File: src/rtl/adc_reader_if.sv
// Bundles the ADC request/ready/data link and the downstream sample stream.
// The master modport is the reader's view; the slave modport is the ADC plus consumer side.
interface adc_reader_if #(
    parameter int DATA_W = 8
) ();
    logic              adc_req;
    logic              adc_rdy;
    logic [DATA_W-1:0] adc_dat;
    logic              out_valid;
    logic [DATA_W-1:0] out_data;
    logic              out_ready;

    modport master (
        output adc_req,
        input  adc_rdy,
        input  adc_dat,
        output out_valid,
        output out_data,
        input  out_ready
    );

    modport slave (
        input  adc_req,
        output adc_rdy,
        output adc_dat,
        input  out_valid,
        input  out_data,
        output out_ready
    );
endinterface

File: src/rtl/adc_reader.sv
// Periodic initiator for an asynchronous request/ready ADC.
// Each captured sample is queued in a small FWFT FIFO drained over a valid/ready stream.
module adc_reader #(
    parameter int DATA_W         = 8,
    parameter int FIFO_DEPTH     = 8,
    parameter int REQ_CYCLES     = 2,
    parameter int TIMEOUT_CYCLES = 64,
    parameter int PERIOD_W       = 16
) (
    input  logic                          clk,
    input  logic                          rst,
    input  logic                          enable,
    input  logic [PERIOD_W-1:0]           period,
    input  logic                          clear_err,
    adc_reader_if.master                  bus,
    output logic [$clog2(FIFO_DEPTH):0]   fifo_count,
    output logic                          busy,
    output logic                          timeout_err,
    output logic                          overflow_err,
    output logic [15:0]                   sample_cnt
);
    localparam int AW  = $clog2(FIFO_DEPTH);
    localparam int RCW = (REQ_CYCLES > 1) ? $clog2(REQ_CYCLES) : 1;
    localparam int TCW = (TIMEOUT_CYCLES > 1) ? $clog2(TIMEOUT_CYCLES) : 1;
    localparam logic [RCW-1:0] REQ_LAST = RCW'(REQ_CYCLES - 1);
    localparam logic [TCW-1:0] TO_LAST  = TCW'(TIMEOUT_CYCLES - 1);
    localparam logic [AW:0]    FULL_CNT = (AW + 1)'(FIFO_DEPTH);

    typedef enum logic [2:0] {
        IDLE,
        REQ,
        WAIT_RDY,
        CAPTURE,
        WAIT_PERIOD
    } stateType;

    stateType state;
    stateType nextState;
    stateType afterConv;

    logic                rdyMeta;
    logic                rdyS;
    logic                rdyPrev;
    logic                rdyRise;
    logic [RCW-1:0]      reqCnt;
    logic [TCW-1:0]      waitCnt;
    logic [PERIOD_W-1:0] periodCnt;
    logic [PERIOD_W-1:0] periodLimit;
    logic                periodDone;

    logic [DATA_W-1:0]   fifoMem [FIFO_DEPTH];
    logic [AW-1:0]       wrPtr;
    logic [AW-1:0]       rdPtr;
    logic                outValid;
    logic                fifoFull;
    logic                doPush;
    logic                doPop;
    logic                dropSample;
    logic                timeoutHit;

    assign rdyRise     = rdyS & ~rdyPrev;
    assign periodLimit = (period == '0) ? '0 : period - 1'b1;
    assign periodDone  = (periodCnt >= periodLimit);
    assign outValid    = (fifo_count != '0);
    assign fifoFull    = (fifo_count == FULL_CNT);
    assign doPop       = outValid & bus.out_ready;
    assign busy        = (state != IDLE);

    assign bus.out_valid = outValid;
    assign bus.out_data  = outValid ? fifoMem[rdPtr] : '0;

    // A late conversion skips WAIT_PERIOD so the next request follows immediately.
    always_comb begin
        afterConv  = WAIT_PERIOD;
        nextState  = state;
        doPush     = 1'b0;
        dropSample = 1'b0;
        timeoutHit = 1'b0;
        if (periodDone) begin
            afterConv = enable ? REQ : IDLE;
        end
        case (state)
            IDLE: begin
                if (enable) begin
                    nextState = REQ;
                end
            end
            REQ: begin
                if (reqCnt == REQ_LAST) begin
                    nextState = WAIT_RDY;
                end
            end
            WAIT_RDY: begin
                if (rdyRise) begin
                    nextState = CAPTURE;
                end else if (waitCnt == TO_LAST) begin
                    timeoutHit = 1'b1;
                    nextState  = afterConv;
                end
            end
            CAPTURE: begin
                if (fifoFull && !doPop) begin
                    dropSample = 1'b1;
                end else begin
                    doPush = 1'b1;
                end
                nextState = afterConv;
            end
            WAIT_PERIOD: begin
                if (periodDone) begin
                    nextState = enable ? REQ : IDLE;
                end
            end
            default: nextState = IDLE;
        endcase
    end

    always_ff @(posedge clk) begin
        if (!rst) begin
            state <= IDLE;
        end else begin
            state <= nextState;
        end
    end

    // adc_req comes straight from a flop so the ADC never sees a combinational glitch.
    always_ff @(posedge clk) begin
        if (!rst) begin
            rdyMeta     <= 1'b0;
            rdyS        <= 1'b0;
            rdyPrev     <= 1'b0;
            bus.adc_req <= 1'b0;
            reqCnt      <= '0;
            waitCnt     <= '0;
            periodCnt   <= '0;
        end else begin
            rdyMeta     <= bus.adc_rdy;
            rdyS        <= rdyMeta;
            rdyPrev     <= rdyS;
            bus.adc_req <= (nextState == REQ);
            reqCnt      <= (state == REQ) ? reqCnt + 1'b1 : '0;
            waitCnt     <= (state == WAIT_RDY) ? waitCnt + 1'b1 : '0;
            if (nextState == REQ && state != REQ) begin
                periodCnt <= '0;
            end else if (periodCnt != '1) begin
                periodCnt <= periodCnt + 1'b1;
            end
        end
    end

    always_ff @(posedge clk) begin
        if (doPush) begin
            fifoMem[wrPtr] <= bus.adc_dat;
        end
    end

    always_ff @(posedge clk) begin
        if (!rst) begin
            wrPtr      <= '0;
            rdPtr      <= '0;
            fifo_count <= '0;
        end else begin
            if (doPush) begin
                wrPtr <= wrPtr + 1'b1;
            end
            if (doPop) begin
                rdPtr <= rdPtr + 1'b1;
            end
            case ({doPush, doPop})
                2'b10:   fifo_count <= fifo_count + 1'b1;
                2'b01:   fifo_count <= fifo_count - 1'b1;
                default: fifo_count <= fifo_count;
            endcase
        end
    end

    // A new error event in the same cycle as clear_err keeps its flag set.
    always_ff @(posedge clk) begin
        if (!rst) begin
            timeout_err  <= 1'b0;
            overflow_err <= 1'b0;
            sample_cnt   <= '0;
        end else begin
            if (timeoutHit) begin
                timeout_err <= 1'b1;
            end else if (clear_err) begin
                timeout_err <= 1'b0;
            end
            if (dropSample) begin
                overflow_err <= 1'b1;
            end else if (clear_err) begin
                overflow_err <= 1'b0;
            end
            if (doPush) begin
                sample_cnt <= sample_cnt + 1'b1;
            end
        end
    end
endmodule

File: src/flat_wrapper.sv
// flat-port wrapper written by rule: the top's interface ports become plain ports
module adc_reader_flat 
#(
    parameter int DATA_W         = 8,
    parameter int FIFO_DEPTH     = 8,
    parameter int REQ_CYCLES     = 2,
    parameter int TIMEOUT_CYCLES = 64,
    parameter int PERIOD_W       = 16
)
  (clk, rst, enable, period, clear_err, fifo_count, busy, timeout_err, overflow_err, sample_cnt, bus_adc_req, bus_adc_rdy, bus_adc_dat, bus_out_valid, bus_out_data, bus_out_ready);
  adc_reader_if #(.DATA_W(DATA_W)) bus_i ();
  input  logic clk;
  input  logic rst;
  input  logic enable;
  input  logic [PERIOD_W-1:0] period;
  input  logic clear_err;
  output logic [$clog2(FIFO_DEPTH):0] fifo_count;
  output logic busy;
  output logic timeout_err;
  output logic overflow_err;
  output logic [15:0] sample_cnt;
  output wire logic [$bits(bus_i.adc_req)-1:0] bus_adc_req;
  input wire logic [$bits(bus_i.adc_rdy)-1:0] bus_adc_rdy;
  input wire logic [$bits(bus_i.adc_dat)-1:0] bus_adc_dat;
  output wire logic [$bits(bus_i.out_valid)-1:0] bus_out_valid;
  output wire logic [$bits(bus_i.out_data)-1:0] bus_out_data;
  input wire logic [$bits(bus_i.out_ready)-1:0] bus_out_ready;
  assign bus_adc_req = bus_i.adc_req;
  assign bus_i.adc_rdy = bus_adc_rdy;
  assign bus_i.adc_dat = bus_adc_dat;
  assign bus_out_valid = bus_i.out_valid;
  assign bus_out_data = bus_i.out_data;
  assign bus_i.out_ready = bus_out_ready;
  adc_reader #(.DATA_W(DATA_W), .FIFO_DEPTH(FIFO_DEPTH), .REQ_CYCLES(REQ_CYCLES), .TIMEOUT_CYCLES(TIMEOUT_CYCLES), .PERIOD_W(PERIOD_W)) u_core (.clk(clk), .rst(rst), .enable(enable), .period(period), .clear_err(clear_err), .bus(bus_i), .fifo_count(fifo_count), .busy(busy), .timeout_err(timeout_err), .overflow_err(overflow_err), .sample_cnt(sample_cnt));
endmodule
File: config.mk
export PLATFORM = sky130hd
export DESIGN_NAME = adc_reader_flat
export DESIGN_NICKNAME = d
export VERILOG_FILES = /design/src/rtl/adc_reader_if.sv /design/src/rtl/adc_reader.sv /design/src/flat_wrapper.sv
export SDC_FILE = /design/constraint.sdc
export NUM_CORES = 1
export LEC_CHECK = 0
export ABC_AREA = 1
export CAP_MARGIN = 5
export CORE_MARGIN = 10
export CORE_UTILIZATION = 61
export CTS_CLUSTER_DIAMETER = 50
export CTS_CLUSTER_SIZE = 16
export DETAILED_ROUTE_END_ITERATION = 10
export PLACE_DENSITY = 0.88
export SYNTH_ARGS = -nofsm -noshare
export SYNTH_HDL_FRONTEND = slang
export SYNTH_SLANG_ARGS = --single-unit
File: constraint.sdc
create_clock -name clk -period 7.65 [get_ports clk]
set_input_delay 1.53 -clock clk [delete_from_list [all_inputs] [get_ports clk]]
set_output_delay 1.53 -clock clk [all_outputs]
set_load 0.02 [all_outputs]
# [Word-level counts from Yosys, hierarchy flattened]
# Memories as Yosys holds them, arrays and structs flattened. A register that Yosys moved wholly into a read port is not among the register bits.
# Cells that the tools add are included.
[totals] out_inout_bits=33 word_cells=78 memories=1 ram_bits=64 reg_bits=58 inputBits=30
[classes] addsub=9 n_eq_ne=11 bitwise=4 muxes=25 magnitude_cmp=1 n_reduce_logical=13
[mem_list] name="u_core.fifoMem" depth=8 word_bits=8 rd=1 rd_ports_with_merged_regs=1 wr=1 line="adc_reader.sv:51" rtl="logic [DATA_W-1:0] fifoMem [FIFO_DEPTH];"
[op_table] op="adder 16 x 1 -> 16 bit, second input constant" n=2
[op_table] op="2-to-1 mux 3 bit" n=8
[op_table] op="greater-or-equal comparator 16 bit" n=1
[op_table] op="zero test 16 bit" n=1
[op_table] op="2-to-1 mux 16 bit" n=1
[op_table] op="!= test 16 bit, second input constant" n=1
[op_table] op="subtractor 16 x 1 -> 16 bit, second input constant" n=1
[op_table] op="case mux 3 bit (5 select lines)" n=1
[op_table] op="2-to-1 mux 1 bit" n=13
[op_table] op="2-to-1 mux 8 bit" n=1
[op_table] op="case mux 4 bit (2 select lines)" n=1
[op_table] op="adder 3 x 1 -> 3 bit, second input constant" n=2
[op_table] op="adder 6 x 1 -> 6 bit, second input constant" n=1
[op_table] op="equality test 3 x 1 -> 1 bit, second input constant" n=2
[op_table] op="equality test 3 x 2 -> 1 bit, second input constant" n=2
[op_table] op="equality test 6 bit, second input constant" n=1
[op_table] op="nonzero test 2 bit" n=3
[op_table] op="adder 4 x 1 -> 4 bit, second input constant" n=1
[op_table] op="equality test 4 bit, second input constant" n=1
[op_table] op="AND reduction 2 bit" n=2
[op_table] op="nonzero test 4 bit" n=1
[op_table] op="subtractor 4 x 1 -> 4 bit, second input constant" n=1
[op_table] op="equality test 3 bit, second input constant" n=1
[op_table] op="zero test 3 bit" n=1
[op_table] op="other kinds (10)" n=13

# [Longest topological paths before layout]
# Gate-level depths: netlist (run 1).
[depth] ltp_word=10 mapped_depth=24 ltp_nobuf=23

# [Worst setup path after synthesis (run 1)]
# No wires, ideal clock.
[synth_timing] path_type="input-to-reg" from="in period[1]" to="reg u_core.periodCnt[14]" setup_ns=0.122 path_buffers=1 cell_stages=21 setup_slack_ns=3.607 arrival_ns=3.921 required_ns=7.528 cell_sequence="nor2_1 > nand2_1 > nor3_1 > nand4_1 > nor2_1 > nand3_1 > xnor2_1 > nand2_1 > ha_1 > nand2_1 > nor3_1 > nand2_1 > nand2_1 > nand3_1 > nand2_1 > nand2_1 > nand3_1 > nand2_1 > nand2_2 > buf_6 > nor2_1"
[synth_between] elab_chain_cells=10 word_cells_on_any_way=12 cone_classes="1 x add/sub; 1 x order compare; 1 x eq/ne; 6 x mux; 3 x reduce/logical"
[synth_rtl] item="from (decl)" line="flat_wrapper.sv:15" rtl="input logic [PERIOD_W-1:0] period;"
[synth_rtl] item="subtractor 16 x 1 -> 16 bit or zero test 16 bit (tied branches)" line="adc_reader.sv:62" rtl="assign periodLimit = (period == '0) ? '0 : period - 1'b1;"
[synth_rtl] item="2-to-1 mux 16 bit (*)" line="adc_reader.sv:62"
[synth_rtl] item="greater-or-equal comparator 16 bit (*)" line="adc_reader.sv:63" rtl="assign periodDone = (periodCnt >= periodLimit);"
[synth_rtl] item="2-to-1 mux 3 bit" line="adc_reader.sv:79" rtl="if (periodDone) begin"
[synth_rtl] item="2-to-1 mux 3 bit" line="adc_reader.sv:96" rtl="end else if (waitCnt == TO_LAST) begin"
[synth_rtl] item="2-to-1 mux 3 bit" line="adc_reader.sv:94" rtl="if (rdyRise) begin"
[synth_rtl] item="case mux 3 bit (5 select lines) (*)" line="adc_reader.sv:82" rtl="case (state)"
[synth_rtl] item="equality test 3 x 1 -> 1 bit (*)" line="adc_reader.sv:143" rtl="if (nextState == REQ && state != REQ) begin"
[synth_rtl] item="logical AND 1 bit (*)" line="adc_reader.sv:143"
[synth_rtl] item="OR reduction 2 bit (no source line) (*)"
[synth_rtl] item="to (signal assigned)" line="adc_reader.sv:146" rtl="periodCnt <= periodCnt + 1'b1;"
[synth_rtl] item="to (decl)" line="adc_reader.sv:47" rtl="logic [PERIOD_W-1:0] periodCnt;"
# Mark *: on every way between the ends. The rest lies on a longest branch, timed or not.
# A chain may end at the register's enable or synchronous reset.

# [Worst setup path after layout (run 1)]
[layout_timing] from="in period[2]" to="reg u_core.periodCnt[3]"
# Same word-level chain as after synthesis.

==> impl_metrics.toml, run 1 <==
[floorplan]
pin_count = 63
fp.coreArea_um2 = 9680
rows = 36
die_area_um2 = 14200
die_width_um = 119
start_util_pct = 62.0
die_h_um = 119

[placed_design]
routabilityCongestion = 0.878
dpl_cell_area_um2 = 6750
port_buffers = 62
hpwl_um = 9810
dp_slack_ns = 2.56

[drt]
via_per_inst = 5.58
dr.pass1.iters = 5
drt-initial-drc-count = 456
drcViolationCount = 0
met1_length_um = 5630
wl_met2_um = 7740
wl_met3_um = 767
vias = 5035
ant_nets = 0
wl_um = 14500
maxUsedRoutingLayer = "met4"
wl_per_cell_um = 16.0

[final_layout]
layout_commonest_cell = "nor2_1"
area_delta_synth_final_pct = 21.7
layout_common_cells = "nor2_1 (135), inv_1 (81), nand2_1 (81), edfxtp_1 (64)"
insertedDiodeCount = 0
finalInstanceArea_um2 = 7310
layout.nets = 813
final_layout_size_suffix_gt1_share_pct = 6.23

[yosys]
ys.flop_type = "edfxtp_1"
ys_types = 40
synth_edf_count = 64
syn_area_per_cell_um2 = 8.73
yosys_warnings = 0
synth_seq_area_share_pct = 52.3
synth_fp_nets = 744
synth-seq-cells = 125
netlist_area_um2 = 6010
ys_async_sr_fraction_pct = 0
syn_inst = 688

[critical_path]
cp_common_cell = "nand2_1"
cp.required_ns = 8.09
cp_slowest_stage_delay_ns = 0.45
start_kind = "input port"
path_buf_inv = 1
crit_fanout = 16
end_kind = "register"
cp_top_family = "simple AND/OR/NAND/NOR gates"
path_cells = "clkdlybuf4s50_1 > nor2_1 > nand2_1 > nor3_1 > nand4_1 > nor2_1 > nand3_1 > xnor2_1 > nand2_1 > ha_1 > a21oi_1 > o21ai_0 > a21oi_1 > nand2_1 > o21bai_1 > nand2_1 > nor2_1 > nand2_1 > nand2_2 > nor2_1"
rr_startpoint = "u_core.fifo_count[0]"
setup.worst_path.start = "period[2]"
crit_arrival_ns = 5.10
slowest_stage = "clkdlybuf4s50_1"
crit_type = "input port to register"

[sta]
fin_tns_setup_ns = 0
setup_viol = 0
rsz0062_at_grt = "no"
worst_pin_slew_ns = 0.969
setup_ws_ns = 3.00
skew_ns = 0.0103
fin_crit_ns = 4.65
maxSlewViolCount = 0
max-slew-margin-rel_pct = 35.0
hold_violations = 0
max_freq_mhz = 215
period_share_pct = 60.8

[cts]
clock_latency_ns = 0.52
clock-sinks = 125
cts_max_level = 4
cts_buffer_depth = 2
cts-root-buf = "clkbuf_8"
clk_pin_slew_ns = 0.06
tritoncts = "yes"
cts_resized = 0
postCtsSetupBuffers = 0
numCtsBuffers = 17
cts_hold_buffers = 0

[global_routing]
grt_util_all_layers_pct = 20.4
grt_pass1_vias = 5134
grt_pass1_wl_um = 23800
overflow = 0
grt_max_degree = 34
antenna_found_initial = 0

[run]
max_cap_violations = 0

[power_and_ir_drop]
p_per_area_nw_per_um2 = 273
ir_drop_mv = 0.125
power.total_mw = 2.00
p_leak_nw = 2.83

[min_path]
hold_path_class = "register to register"
hp-start = "u_core.rdyMeta"

[outcome]
status = "complete, no violations"
[cell usage after synthesis (all sizes together), types with 11 or more instances]
cell type	number	area, um^2
a21oi	38	190
clkbuf	11	41.3
dfxtp	61	1220
edfxtp	64	1920
ha	25	313
inv	82	308
nand2	84	328
nand3	29	150
nor2	138	536
nor3	20	133
o21ai	62	310
xor2	16	140
[logic make-up (layout without fill, tap and decap cells)]
family	after synthesis	after routing	share of synthesized area, %
and+or+nand+nor	290	290	21.1
muxes	1	1	0.167
AOI/OAI and AO/OA	128	128	11.5
adders and majority gates	26	26	5.54
DFF	125	125	52.3
xor gates and xnor gates	22	22	3.21
buffers and inverters	96	178	6.12
[layer usage]
| metal | vias to the layer above | global-route usage, % |
|---|---|---|
| li1 | 2461 | - |
| met1 | 2379 | 21.3 |
| met2 | 162 | 37.6 |
| met3 | 33 | 5.57 |
| met4 | 0 | 8.78 |
| met5 | - | 0 |
[area by class of cell]
type / count / area (um^2)
inverter: 82 / 308
multi-input combinational: 467 / 2500
fill: 632 / 2380
sequential: 125 / 3140
timing repair buffer: 64 / 636
tap: 133 / 166
clock buffer: 20 / 447
clock inverter: 12 / 108
[state kept, by name (all words and copies together), names as in the netlist, 3 cells and up, named ones only]
register and cells:
u_core.fifoMem 64, u_core.periodCnt 16, u_core.sample_cnt 16, u_core.waitCnt 6
u_core.fifo_count 4, u_core.rdPtr 3, u_core.state 3, u_core.wrPtr 3
[per-stage QoR]
| step | hold WS (ns) | utilization, % | instances |
|---|---|---|---|
| after floorplan | 0.390 | - | 688 |
| after global placement | 0.396 | 69.7 | 871 |
| after detailed placement | 0.402 | 69.7 | 871 |
| after CTS | 0.413 | 75.5 | 903 |
| after global routing | 0.421 | 75.5 | 903 |
| final | 0.411 | 75.5 | 903 |
[where the power goes]
part	leakage [nW]	switching (mW)	internal [mW]
logic	1.49	0.302	0.190
clock network	0.268	0.294	0.451
registers	1.07	0.0317	0.726
[worst reg2reg max path: stages (launching register included)]
cell and delay [ns]:
dfxtp_1 0.45, nor2_1 0.10, inv_1 0.07, nor3_1 0.07, nor2_1 0.34, inv_1 0.16, nor2_1 0.25, ha_1 0.33
a21oi_1 0.14, nand2_1 0.07, o21ai_0 0.26, o21ai_0 0.14, a21oi_1 0.20
[final timing paths]
kind,endpoint,slack [ns],depth (start not counted)
min reg2reg,u_core.rdyS,0.41,2
max reg2reg,u_core.fifo_count[3],5.01,12
max,u_core.periodCnt[3],3.00,20
min,u_core.rdyS,0.41,2
Power figures use the tool's default switching activity.
==> inputs of run 2 (changes only) <==
CORE_UTILIZATION = 57   (was 61)
PLACE_DENSITY = 0.83   (was 0.88)
clock period = 4.3 ns   (was 7.65 ns; I/O delays follow)
==> run 2 against run 1 <==
Effect of this change: critical path depth decreased by 13; register-to-register slack worse by 3.2 ns; sequential share of layout area fell by 0.49 points; worst hold slack improved by 0.0053 ns; final cell count increased by 0.78%; flip-flop and latch count unchanged; clock-buffer cell count down 2; utilization down 3.5 points; combinational power increased by 73%; wire length is 7.0% lower; critical path type is now register to primary output.
==> impl_metrics.toml, run 2 (synthesis gave the netlist of run 1 again) <==
[floorplan]
start_util_pct = 58.4
die_width_um = 123
fp.coreArea_um2 = 10300
pin_count = 63
die_h_um = 123
die_area_um2 = 15000
rows = 37

[final_layout]
largest_reg_flops = 64
layout_commonest_cell = "nor2_1"
finalNonFillerCells = 910
final_layout_size_suffix_gt1_share_pct = 6.59
layout_common_cells = "nor2_1 (135), inv_1 (81), nand2_1 (81), edfxtp_1 (64)"
insertedDiodeCount = 0
largest-register = "u_core.fifoMem"
layout.nets = 817
area_delta_synth_final_pct = 23.1
largestRegisters = "u_core.fifoMem: 64 flops, u_core.periodCnt: 16 flops, u_core.sample_cnt: 16 flops"

[global_routing]
overflow = 0
antenna_found_initial = 0
grt_util_all_layers_pct = 18.1
grt_max_degree = 34
grt_pass1_vias = 4919
grt_pass1_wl_um = 22000

[sta]
max_freq_mhz = 260
fin_crit_ns = 3.85
setup_viol = 0
worst_pin_slew_ns = 0.850
max-slew-margin-rel_pct = 43.3
period_share_pct = 89.5
maxSlewViolCount = 0
fin_tns_setup_ns = 0
rsz0062_at_grt = "no"
skew_ns = 0.00688
hold_violations = 0

[critical_path]
end_kind = "primary output"
reg2reg_to = "u_core.fifo_count[3]"
crit_arrival_ns = 2.99
reg2reg_depth = 12
reg2reg_slack_ns = 1.80
crit_fanout = 33
start_kind = "register"
rr_startpoint = "u_core.fifo_count[0]"
crit_type = "register to primary output"
cp.required_ns = 3.44

[placed_design]
port_buffers = 62
routabilityCongestion = 0.934
placed_cells = 878
hpwl_um = 9430

[min_path]
min_to = "u_core.rdyS"
timing.hold.worst_path_depth = 2
hp-start = "u_core.rdyMeta"
hold_path_class = "register to register"

[drt]
via_per_inst = 5.45
vias = 4957
ant_nets = 0
wl_per_cell_um = 14.8
drcViolationCount = 0
dr.pass1.iters = 5
drt-initial-drc-count = 435
wl_um = 13500

[cts]
cts_hold_buffers = 0
cts_resized = 0
cts_max_level = 4
cts_buffer_depth = 2
numCtsBuffers = 17
clk_pin_slew_ns = 0.06
cts-root-buf = "clkbuf_8"
postCtsSetupBuffers = 0
tritoncts = "yes"
clock_latency_ns = 0.51
clock-sinks = 125

[power_and_ir_drop]
ir_drop_mv = 0.342
p_leak_nw = 2.87
p_per_area_nw_per_um2 = 496
power.total_mw = 3.67

[outcome]
status = "complete, no violations"

[run]
max_cap_violations = 0
## run 2: cell count changes in the layout (fill, tap and decap cells not counted)
cell / change
nor3_1: +1
nor3_2: -1
buf_4: +4
bufinv_16: +3
clkinv_4: +1
clkbuf_1: -1
clkbuf_16: -1
inv_4: -3
clkinv_1: +1
## run 2: layout make-up
| class | count | area (um^2) |
|---|---|---|
| Fill cell | 734 | 2890 |
| Clock buffer | 18 | 418 |
| Clock inverter | 14 | 191 |
| Tap cell | 136 | 170 |
| Inverter | 82 | 308 |
| Timing Repair Buffer | 68 | 666 |
| Multi-Input combinational cell | 467 | 2500 |
| Sequential cell | 125 | 3140 |
## run 2: critical path, cell delays in order, from the launching register on
cell and delay, ns:
dfxtp_1 0.30, buf_4 0.23, inv_1 0.66, o21ai_0 0.19, o22ai_1 0.19, o21ai_0 0.11
a31oi_1 0.15, clkdlybuf4s50_1 0.62
## run 2: per-stage QoR
step	hold slack (ns)	area, um^2	setup WS, ns	utilization, %
final	0.416	7390	0.450	71.9
after global routing	0.443	7390	0.174	71.9
after CTS	0.419	7390	0.429	71.9
after detailed placement	0.406	6780	0.0619	66.0
after global placement	0.395	6780	0.350	66.0
after floorplan	0.390	6010	0.927	-
## run 2: routing by layer
| layer | global-route usage, % | vias to the layer above | share of wire [%] |
|---|---|---|---|
| met2 | 32.8 | 161 | 52 |
| met3 | 4.18 | 29 | 5.0 |
| met1 | 19.8 | 2295 | 41 |
| met4 | 7.66 | 0 | 2.1 |
| li1 | - | 2472 | - |
| met5 | 0 | - | 0 |
## run 2: report_power, final
| group | internal (mW) | switching, mW |
|---|---|---|
| clock network | 0.941 | 0.524 |
| logic | 0.338 | 0.513 |
| registers | 1.29 | 0.0582 |
| total | 2.57 | 1.10 |
## run 2: worst max-delay path by stage
| stage | start | to | cells past startpoint |
|---|---|---|---|
| floorplan | period[1] | u_core.periodCnt[14] | 21 |
| global placement | period[2] | u_core.periodCnt[1] | 20 |
| detailed placement | period[2] | u_core.periodCnt[8] | 21 |
| CTS | register | bus_out_data[1] | 7 |
| global route | period[2] | u_core.periodCnt[8] | 21 |
| finish | register | bus_out_data[5] | 7 |
